==> config.mk <==
export PLATFORM = sky130hd
export DESIGN_NAME = pico_io_sequencer
export DESIGN_NICKNAME = d
export VERILOG_FILES = /design/src/rtl/pico_pkg.sv /design/src/rtl/pico_debounce.sv /design/src/rtl/pico_io_sequencer.sv
export SDC_FILE = /design/constraint.sdc
export NUM_CORES = 1
export LEC_CHECK = 0
export ABC_AREA = 1
export CAP_MARGIN = 10
export CORE_MARGIN = 3
export CORE_UTILIZATION = 47
export CTS_CLUSTER_SIZE = 28
export DETAILED_ROUTE_END_ITERATION = 6
export PLACE_DENSITY = 0.83
export SLEW_MARGIN = 20
export SYNTH_ARGS = -nofsm -noshare
export SYNTH_HDL_FRONTEND = slang
export SYNTH_SLANG_ARGS = --single-unit
==> constraint.sdc <==
create_clock -name fastclk -period 2.3 [get_ports fastclk]
set_input_delay 0.345 -clock fastclk [delete_from_list [all_inputs] [get_ports fastclk]]
set_output_delay 0.345 -clock fastclk [all_outputs]
set_load 0.005 [all_outputs]
==> src/rtl/pico_pkg.sv <==
// Shared definitions for the picoMIPS I/O sequencer.
//   - state_t      : sequencer FSM states
//   - PICO_DATA_W  : default width of the switch data and CPU I/O bus
//   - PICO_LED_W   : default number of LED outputs
//   - is_wait()    : true in the states that need operator action
package pico_pkg;

  localparam int PICO_DATA_W = 8;
  localparam int PICO_LED_W  = 7;

  typedef enum logic [1:0] {
    RUN     = 2'd0,
    WAIT_HI = 2'd1,
    WAIT_LO = 2'd2,
    HALT    = 2'd3
  } state_t;

  function automatic logic is_wait(input state_t s);
    return (s == WAIT_HI) || (s == WAIT_LO);
  endfunction

endpackage

==> src/rtl/pico_debounce.sv <==
// Debouncer for the asynchronous SW[8] handshake switch.
// Ports:
//   clk     : clock
//   srst    : synchronous active-high reset
//   raw_i   : raw switch level, asynchronous to clk
//   db_o    : debounced level
//   rise_o  : one-cycle strobe in the cycle whose closing edge sets db 0->1
//   fall_o  : one-cycle strobe in the cycle whose closing edge sets db 1->0
// The level changes only after DB_CYCLES consecutive synchronised samples
// disagree with it; any agreeing sample restarts the count.
module pico_debounce
  import pico_pkg::*;
#(
  parameter int DB_CYCLES = 4
) (
  input  logic clk,
  input  logic srst,
  input  logic raw_i,
  output logic db_o,
  output logic rise_o,
  output logic fall_o
);

  localparam int CNT_W = (DB_CYCLES > 1) ? $clog2(DB_CYCLES) : 1;
  localparam logic [CNT_W-1:0] CNT_LAST = CNT_W'(DB_CYCLES - 1);

  logic             sync1_q;
  logic             sync2_q;
  logic             db_q;
  logic             db_d;
  logic [CNT_W-1:0] cnt_q;
  logic [CNT_W-1:0] cnt_d;
  logic             flip;

  always_comb begin
    cnt_d = cnt_q;
    db_d  = db_q;
    flip  = 1'b0;
    if (sync2_q != db_q) begin
      // This sample is the DB_CYCLES-th disagreeing one: flip the level.
      if (cnt_q == CNT_LAST) begin
        flip  = 1'b1;
        cnt_d = '0;
        db_d  = ~db_q;
      end else begin
        cnt_d = cnt_q + 1'b1;
      end
    end else begin
      cnt_d = '0;
    end
  end

  always_ff @(posedge clk) begin
    if (srst) begin
      sync1_q <= 1'b0;
      sync2_q <= 1'b0;
      db_q    <= 1'b0;
      cnt_q   <= '0;
    end else begin
      sync1_q <= raw_i;
      sync2_q <= sync1_q;
      db_q    <= db_d;
      cnt_q   <= cnt_d;
    end
  end

  // Strobes lead db by one cycle so a consumer can register alongside db.
  assign db_o   = db_q;
  assign rise_o = flip & ~db_q;
  assign fall_o = flip & db_q;

endmodule

==> src/rtl/pico_io_sequencer.sv <==
// picoMIPS execution sequencer and switch/LED sharing logic.
// Ports:
//   fastclk      : board clock
//   reset        : synchronous active-high reset
//   sw_data      : raw data switches SW[7:0]
//   sw_ready     : raw handshake switch SW[8] (asynchronous)
//   cpu_in_req   : CPU is executing an input instruction
//   cpu_out_we   : CPU output-write strobe
//   cpu_out_data : CPU output value
//   cpu_halt     : CPU reached a halt instruction
//   cpu_en       : single-cycle CPU clock enable
//   cpu_in_data  : captured switch byte for the CPU
//   cpu_in_valid : cpu_in_data is valid for the pending input instruction
//   led          : registered LED drive
//   busy_wait    : operator action required (WAIT_HI / WAIT_LO)
module pico_io_sequencer
  import pico_pkg::*;
#(
  parameter int DIV_W     = 2,
  parameter int DB_CYCLES = 4,
  parameter int DATA_W    = PICO_DATA_W,
  parameter int LED_W     = PICO_LED_W
) (
  input  logic              fastclk,
  input  logic              reset,
  input  logic [DATA_W-1:0] sw_data,
  input  logic              sw_ready,
  input  logic              cpu_in_req,
  input  logic              cpu_out_we,
  input  logic [DATA_W-1:0] cpu_out_data,
  input  logic              cpu_halt,
  output logic              cpu_en,
  output logic [DATA_W-1:0] cpu_in_data,
  output logic              cpu_in_valid,
  output logic [LED_W-1:0]  led,
  output logic              busy_wait
);

  state_t              state_q;
  state_t              state_d;
  logic [DIV_W-1:0]    div_q;
  logic [DIV_W-1:0]    div_d;
  logic [DATA_W-1:0]   in_data_q;
  logic [DATA_W-1:0]   in_data_d;
  logic                in_valid_q;
  logic                in_valid_d;
  logic [LED_W-1:0]    led_q;
  logic [LED_W-1:0]    led_d;
  logic                en;
  logic                slot;
  logic                db_level;
  logic                db_rise;
  logic                db_fall;

  pico_debounce #(
    .DB_CYCLES (DB_CYCLES)
  ) u_debounce (
    .clk    (fastclk),
    .srst   (reset),
    .raw_i  (sw_ready),
    .db_o   (db_level),
    .rise_o (db_rise),
    .fall_o (db_fall)
  );

  assign slot = &div_q;

  always_comb begin
    state_d    = state_q;
    div_d      = div_q;
    in_data_d  = in_data_q;
    in_valid_d = in_valid_q;
    led_d      = led_q;
    en         = 1'b0;

    unique case (state_q)
      RUN: begin
        div_d = div_q + 1'b1;
        if (slot) begin
          // An input request already satisfied by the handshake is let
          // through, so the resuming pulse does not re-trigger a stall.
          if (cpu_in_req && !in_valid_q) begin
            state_d = WAIT_HI;
          end else if (cpu_halt && !cpu_in_req) begin
            state_d = HALT;
          end else begin
            en = 1'b1;
          end
        end
        // Leaving RUN restarts the divider so the first slot after
        // resuming is a full period away.
        if (state_d != RUN) begin
          div_d = '0;
        end
      end
      WAIT_HI: begin
        // Only a genuine low->high transition captures; a level already
        // high on entry must first be released.
        if (db_rise) begin
          in_data_d = sw_data;
          state_d   = WAIT_LO;
        end
      end
      WAIT_LO: begin
        if (db_fall) begin
          in_valid_d = 1'b1;
          state_d    = RUN;
        end
      end
      HALT: begin
      end
      default: begin
        state_d = RUN;
        div_d   = '0;
      end
    endcase

    if (en) begin
      in_valid_d = 1'b0;
      if (cpu_out_we) begin
        led_d = cpu_out_data[LED_W-1:0];
      end
    end
  end

  always_ff @(posedge fastclk) begin
    if (reset) begin
      state_q    <= RUN;
      div_q      <= '0;
      in_data_q  <= '0;
      in_valid_q <= 1'b0;
      led_q      <= '0;
    end else begin
      state_q    <= state_d;
      div_q      <= div_d;
      in_data_q  <= in_data_d;
      in_valid_q <= in_valid_d;
      led_q      <= led_d;
    end
  end

  // The enable is masked while reset is held so no CPU step escapes it.
  assign cpu_en       = en & ~reset;
  assign cpu_in_data  = in_data_q;
  assign cpu_in_valid = in_valid_q;
  assign led          = led_q;
  assign busy_wait    = is_wait(state_q);

  // The debounced level itself is not needed here, only its edges; the
  // upper output bits have no LED to drive.
  logic unused_db;
  assign unused_db = db_level;

  generate
    if (DATA_W > LED_W) begin : g_unused_hi
      logic unused_hi;
      assign unused_hi = ^cpu_out_data[DATA_W-1:LED_W];
    end
  endgenerate

endmodule

## Yosys cells after proc, flatten, opt, wreduce, memory -nomap -nowiden

Cells that the tools add are included.

| cells by class | value |
|---|---|
| $add $sub $neg | 2 |
| reduce and logical (&&, ||, !) cells | 16 |
| bitwise operators | 6 |
| multiplexer cells | 14 |
| eq/ne operators | 6 |

Operators with widths:

| kind | number |
|---|---|
| 2-bit two-way mux | 7 |
| 2-bit AND reduction | 5 |
| 1-bit two-way mux | 6 |
| 2-bit one-hot mux with 3 select lines | 1 |
| 2-bit by 1-bit adder with 2-bit output (second input constant) | 2 |
| 2-bit equality test (second input constant) | 2 |
| 2-bit != test (second input constant) | 2 |
| 1-bit AND | 3 |
| 1-bit NOT | 3 |
| 3-bit AND reduction | 1 |
| 3-bit nonzero test | 1 |
| 3-bit OR reduction | 1 |
| 2-bit by 1-bit equality test with 1-bit output (second input constant) | 1 |
| 1-bit logical AND | 2 |
| 1-bit logical NOT | 2 |
| 2-bit logical NOT | 1 |
| 2-bit nonzero test | 1 |
| 2-bit OR reduction | 1 |
| 1-bit logical OR | 1 |
| 1-bit != test | 1 |

| word-level totals | value |
|---|---|
| word-level logic and storage cells | 53 |
| bits in registers | 25 |
| input port bits | 22 |
| output and inout port bits | 18 |

## Longest topological paths before layout

Gate-level depths: netlist of the first run.

| depth | value |
|---|---|
| depth after elaboration | 8 |
| depth in mapped cells | 8 |
| depth with buffers taken out | 8 |

## Hierarchy

From an unflattened synthesis of the first run, not the netlist that was laid out.

| unflattened totals | value |
|---|---|
| cell total of the unflattened synthesis | 158 |
| area total of the unflattened synthesis | 1159.9 µm² |

Modules (own cells, without submodules):

| module | instances | cells an instance | sequential area each (µm²) | area an instance (µm²) |
|---|---|---|---|---|
| pico_io_sequencer | 1 | 133 | 400.4 | 960.9 |
| pico_debounce | 1 | 25 | 100.1 | 198.9 |

## Worst setup path after synthesis of the first run

OpenSTA, ideal clock, no wires.

| path | value |
|---|---|
| kind | reg2out |
| start | register state_q[0] |
| end | output port cpu_en |
| setup slack | 0.817 ns |
| path buffers | 0 |
| arrival time | 1.138 ns |
| cell stages (with the launch flop) | 7 |
| data required time | 1.955 ns |
| cells stage by stage | dfxtp_1 -> inv_1 -> ha_1 -> nand2_2 -> a21oi_4 -> nand2_4 -> nor2_1 |

| on the way | value |
|---|---|
| longest elaborated chain between the ends | 3 |

Ends and longest elaborated chain:

| element | line | RTL |
|---|---|---|
| from (decl) | pico_io_sequencer.sv:39 | `state_t state_q;` |
| from (signal assigned) | pico_io_sequencer.sv:134 | `state_q <= state_d;` |
| 2-bit logical NOT | pico_io_sequencer.sv:76 | `unique case (state_q)` |
| 1-bit two-way mux | pico_io_sequencer.sv:76 |  |
| 1-bit AND | pico_io_sequencer.sv:143 | `assign cpu_en = en & ~reset;` |
| to (decl) | pico_io_sequencer.sv:32 | `output logic cpu_en,` |

No other way between the ends.

## Worst setup path in the final report of the first run

| path | value |
|---|---|
| start | register state_q[1] |
| end | output port busy_wait |

| on the way | value |
|---|---|
| longest elaborated chain between the ends | 2 |
| elaborated cells between the ends (all ways) | 3 |
| those cells by class | eq/ne: 2; reduce/logical: 1 |

Ends and longest elaborated chain:

| element | line | RTL |
|---|---|---|
| 2-bit by 1-bit equality test with 1-bit output or 2-bit equality test (tied branches) | pico_pkg.sv:19 | `return (s == WAIT_HI) \|\| (s == WAIT_LO);` |
| 1-bit logical OR * | pico_pkg.sv:19 |  |
| to (decl) | pico_io_sequencer.sv:36 | `output logic busy_wait` |

Mark *: on every way between the ends. The rest lies on a longest branch, timed or not.

==> metrics.txt, run 1 <==
setup slack, reg-to-reg roughly 0.8 ns; WL/cell 11.5 µm; Syn Std Cell Area around 1200 µm²; hold crit path type flip-flop to flip-flop; Final #Nets 224; synth unique cells 20; Clock Path Buffers 2; flops & latches, synth 25; # IOs 40; HPWL Detailed 2010 µm; post-route ant nets 0; vias per cell just under 5; FF-to-FF Start state_q[1]; PnR Total Power 1020 µW; CP startpoint state_q[1]; FMAX around 540 MHz; Final Cycle Share 0.804; clk root buf clkbuf_4; type of origin of the critical path flip-flop; Slew HR 0.716; die area 3080 µm²; vias in the first global route 1088; Syn Area/Cell between 7 and 8 µm²; synth top area cells dfxtp_1 (43%), nor2_1 (7.8%), nand2_1 (7.5%); initial core utilization 0.506; total negative slack 0 ns; core area 2280 µm²; CTS tree done; hold endpoint u_debounce.sync2_q; pin count of the biggest net entering global routing 15; antenna violations before repair 0; P&R area growth vs syn 41.3%; fin crit period about 1.8 ns; TritonCTS Buffers 3; Finish-stage setup viols 0; Non-Filler Instances 224; DRC violations left 0; gr ovfl total 0; RSZ-0062 raised after global routing no; worst path required time 1.96 ns; Cells after DPL 219; overall global routing resource usage 0.177; P_leak 0.000724 µW; cell count after synthesis 153; clock insertion delay at the later pin of the skew report about 0.32 ns; first-pass GRT wire length approximately 4400 µm; Synth Warn # 0; Slew Viols, Final 0; clk sinks 25; hold_buf cts 0; Post-Route WL approximately 2600 µm; die height 55.5 µm; Worst Path Arrival 1.50 ns; commonest non-fill, non-tap cell in the layout clkdlybuf4s50_1; Synth top area share 0.435; r2r endpoint cpu_in_data[1]; TritonRoute pass-1 iters 4; Max-cap violations 0; row cnt 17; Inserted Diodes 0; ratio of cells with drive above 1 in the final layout 0.122; R2R depth 6; cell accounting for the most synthesized area dfxtp_1; worst hold stages 2; hold path start u_debounce.sync1_q; crit-path max FO 4; crit path capture type primary output; crit path kind flip-flop to primary output; outcome complete, no violations; Max VDD drop between 0.0006 and 0.0007 V; most frequent cells in the layout clkdlybuf4s50_1 (37), nor2_1 (24), dfxtp_1 (24), nand2_1 (23), inv_1 (18); pwr dens roughly 630 nW/µm²; Die X 55.5 µm; htree depth 1; Synth Net Count 180; IO Port Bufs 38; Reg clk slew, reported paths approximately 0.13 ns; worst slew pin tran 0.424 ns; Fin Clk Skew about 0.0054 ns; post-synthesis sequential area ratio 0.435; # fillers 193; total vias in the final route 1110; Final Hold Viols 0; placer's final routability congestion estimate between 0.7 and 0.8; Initial DRC Count 9
[layout make-up]
type / instances / area [µm²] / share of cell area
tap: 28 / 35.0 / 0.0215
clock buffer: 3 / 22.5 / 0.0138
sequential: 25 / 502 / 0.308
timing repair buffer: 42 / 413 / 0.254
inverter: 22 / 82.6 / 0.0508
multi-input combinational: 103 / 567 / 0.348
clock inverter: 1 / 5.00 / 0.00308
[where the power goes]
group	leakage (µW)	internal, µW	switching, µW
sequential	0.000203	466	19.4
combinational	0.000503	164	180
clock	0.0000177	65.1	128
[timing repair]
action,in CTS,in global routing
buffers inserted,0,1
resized for setup,3,3
endpoints found under the setup margin,1,1
[cell usage after synthesis, drive strengths merged]
library cell	number
o21bai	1
nor3	8
dfxtp	25
nand3	6
ha	5
nand4	9
a21oi	6
nand2	25
nor2	33
inv	20
buf	3
o21a	1
o21ai	9
clkinv	2
[worst max-delay path: stages (launching register included)]
cell	delay [ns]
dfxtp_1	0.36
inv_2	0.07
ha_4	0.27
clkdlybuf4s50_1	0.49
[routing by layer]
layer | global-route usage | up-vias | wire length [µm]
li1 | - | 575 | -
met1 | 0.193 | 497 | 1080
met5 | 0 | - | 0
met2 | 0.319 | 32 | 1300
met4 | 0.0833 | 0 | 36
met3 | 0.0397 | 6 | 154
[state kept, by name, summed over array words and instances (netlist names)]
register / flops
div_q: 2
cpu_in_data: 8
state_q: 2
u_debounce.db_o: 1
led: 7
u_debounce.sync2_q: 1
u_debounce.cnt_q: 2
u_debounce.sync1_q: 1
cpu_in_valid: 1
[cell families (layout without fill, tap and decap cells)]
family	after synthesis	count (layout)	share of synthesized area
AOI/OAI and AO/OA	17	17	0.0880
and+or+nand+nor	81	81	0.339
DFF	25	25	0.435
adders and majority gates	5	5	0.0543
buffers and inverters	25	68	0.0837
[worst max-delay path by stage]
stage                 to  slack, ns  cells past startpoint
3_5_place_dp      cpu_en       0.12                      6
3_3_place_gp      cpu_en       0.19                      6
2_1_floorplan     cpu_en       0.82                      6
4_1_cts           cpu_en       0.03                      7
5_1_grt           cpu_en       0.35                      7
6_report       busy_wait       0.45                      3
[stage by stage]
step | instance area, µm² | worst slack, ns | hold WS, ns | util
after floorplan | 1150 | 0.817 | 0.388 | -
after global placement | 1580 | 0.185 | 0.401 | 0.692
after detailed placement | 1580 | 0.124 | 0.403 | 0.692
after CTS | 1620 | 0.0316 | 0.421 | 0.710
after global routing | 1630 | 0.345 | 0.433 | 0.715
final | 1630 | 0.450 | 0.416 | 0.715
Power figures use the tool's default switching activity.
==> run 2, diff against run 1 <==
Settings changed: CORE_UTILIZATION 47 to 44, PLACE_DENSITY 0.83 to 0.78.
Clock period 2.3 ns to 1.8 ns, I/O delays scaled along.
==> run 2 against run 1 <==
Against the previous run: die area increased by 6.1%; global-route usage decreased by 0.27 points; worst hold slack improved by 0.0070 ns; clock skew increased by 0.0060 ns; sequential share of layout area decreased by 0.41 points; critical path type unchanged; largest cell class unchanged.
==> metrics.txt, run 2 (synthesized netlist as in run 1, its figures left out) <==
outcome complete, no violations; P&R area growth vs syn 43.6%; core area 2340 µm² (+2.8%); IO Port Bufs 38 (unchanged); # IOs 40 (unchanged); PnR Total Power 1310 µW (+28%); worst hold stages 1 (-1); hold_buf cts 0 (unchanged); crit-path max FO 2 (-2); clk sinks 25 (unchanged); Max VDD drop 0.000787 V (+30%); worst path required time 1.53 ns (-0.43 ns); overall global routing resource usage 0.174 (-0.00273); most frequent cells in the layout clkdlybuf4s50_1 (36), nor2_1 (24), nand2_1 (23), dfxtp_1 (23), inv_1 (20); FMAX between 600 and 700 MHz; CTS tree done; fin crit period 1.66 ns; Reg clk slew, reported paths 0.11 ns (-0.02 ns); crit path kind flip-flop to primary output; vias per cell 5.00 (+0.81%); ratio of cells with drive above 1 in the final layout 0.144 (+0.0218); Worst Path Arrival 1.39 ns (-0.11 ns); Fin Clk Skew 0.0114 ns (+0.00600 ns); row cnt 17 (unchanged); commonest non-fill, non-tap cell in the layout clkdlybuf4s50_1; Final #Nets 229 (+2.2%); P_leak 0.000725 µW (+0.20%); die area 3270 µm² (+6.1%); Largest register FFs 8 (unchanged); placer's final routability congestion estimate 0.759 (-0.32%); first-pass GRT wire length 4620 µm (+4.1%); FF-to-FF Start state_q[1]; crit path cell chain inv_1, ha_2, nand2_2, a21oi_4, nand2_4, nor2_1, clkbuf_2; type of origin of the critical path flip-flop; total negative slack 0 ns (unchanged); r2r endpoint cpu_in_data[2]; setup slack, reg-to-reg 0.26 ns (-0.54 ns); die height 57.2 µm (+3.0%); CP max stage delay 0.34 ns (-0.15 ns); vias in the first global route 1125 (+3.4%); post_cts resized 5 (+2); Finish-stage setup viols 0 (unchanged); post-place setup slack -0.193 ns (-0.317 ns); hold crit path type flip-flop to flip-flop; worst slew pin tran 0.462 ns (+0.0381 ns); pin count of the biggest net entering global routing 14 (-1); WL/cell 11.7 µm (+2.2%); metal3 WL 176 µm (+14%); RSZ-0062 raised after global routing no; gr ovfl total 0 (unchanged); Setup Buffers After CTS 0 (unchanged); Cells after DPL 225 (+2.7%); R2R depth 7 (+1); Inserted Diodes 0 (unchanged); initial core utilization 0.492 (-0.0138); TritonRoute pass-1 iters 4 (unchanged); met1 wire length 1070 µm (-1.0%); Post-Route WL 2690 µm (+4.5%); antenna violations before repair 0 (unchanged); htree depth 1 (unchanged); CP top delay family flip-flops; crit path capture type primary output; DR WL met2 1400 µm (+7.5%); Final WS setup 0.138 ns (-0.312 ns); clock insertion delay at the later pin of the skew report 0.31 ns (about the same); DRC violations left 0 (unchanged); hold endpoint u_debounce.cnt_q[0]; Non-Filler Instances 229 (+2.2%); pwr dens 795 nW/µm² (+26%); worst path bufs/invs 2 (unchanged); Slew HR 0.691 (-0.0254); Die X 57.2 µm (+3.0%); post-route ant nets 0 (unchanged); clk root buf clkbuf_4; Slew Viols, Final 0 (unchanged); Final Cycle Share 0.923; hold path start u_debounce.cnt_q[0]; Final Hold Viols 0 (unchanged); HPWL Detailed 2200 µm (+9.4%); Max Used Layer met4; Max-cap violations 0 (unchanged); total vias in the final route 1144 (+3.1%); TritonCTS Buffers 3 (unchanged); Clock Path Buffers 2 (unchanged); Initial DRC Count 17 (+8); slowest cell on the critical path dfxtp_2
[run 2: power breakdown]
| group | internal (µW) | switching (µW) | total (µW) |
|---|---|---|---|
| Clock | 86.5 | 145 | 232 |
| Sequential | 597 | 25.0 | 622 |
| Combinational | 212 | 248 | 460 |
| Total | 895 | 419 | 1310 |
[run 2: how the worst max path moves through the flow]
stage / to / slack (ns) / cells past startpoint / startpoint
2_1_floorplan: cpu_en / 0.39 / 6 / state_q[0]
3_3_place_gp: cpu_en / -0.15 / 6 / cpu_in_req
5_1_grt: cpu_en / 0.04 / 7 / state_q[0]
6_report: cpu_en / 0.14 / 7 / state_q[1]
4_1_cts: cpu_en / 0.001 / 7 / state_q[1]
3_5_place_dp: cpu_en / -0.19 / 6 / cpu_in_req
[run 2: layer usage]
| layer | vias up | GRT usage |
|---|---|---|
| met5 | - | 0 |
| met1 | 512 | 0.191 |
| met2 | 38 | 0.318 |
| met4 | 0 | 0.0530 |
| met3 | 6 | 0.0543 |
| li1 | 588 | - |
[run 2: area by class of cell]
class,instances,area (µm²)
timing repair buffer,47,442
clock buffer,4,26.3
multi-input combinational,103,564
tap,28,35.0
inverter,22,82.6
sequential,25,503
fill,205,687
[run 2: per-stage QoR]
| stage | utilization | hold slack, ns | area (µm²) |
|---|---|---|---|
| final | 0.706 | 0.423 | 1650 |
| after global placement | 0.693 | 0.399 | 1620 |
| after global routing | 0.706 | 0.447 | 1650 |
| after detailed placement | 0.693 | 0.414 | 1620 |
| after floorplan | - | 0.339 | 1150 |
| after CTS | 0.705 | 0.431 | 1650 |
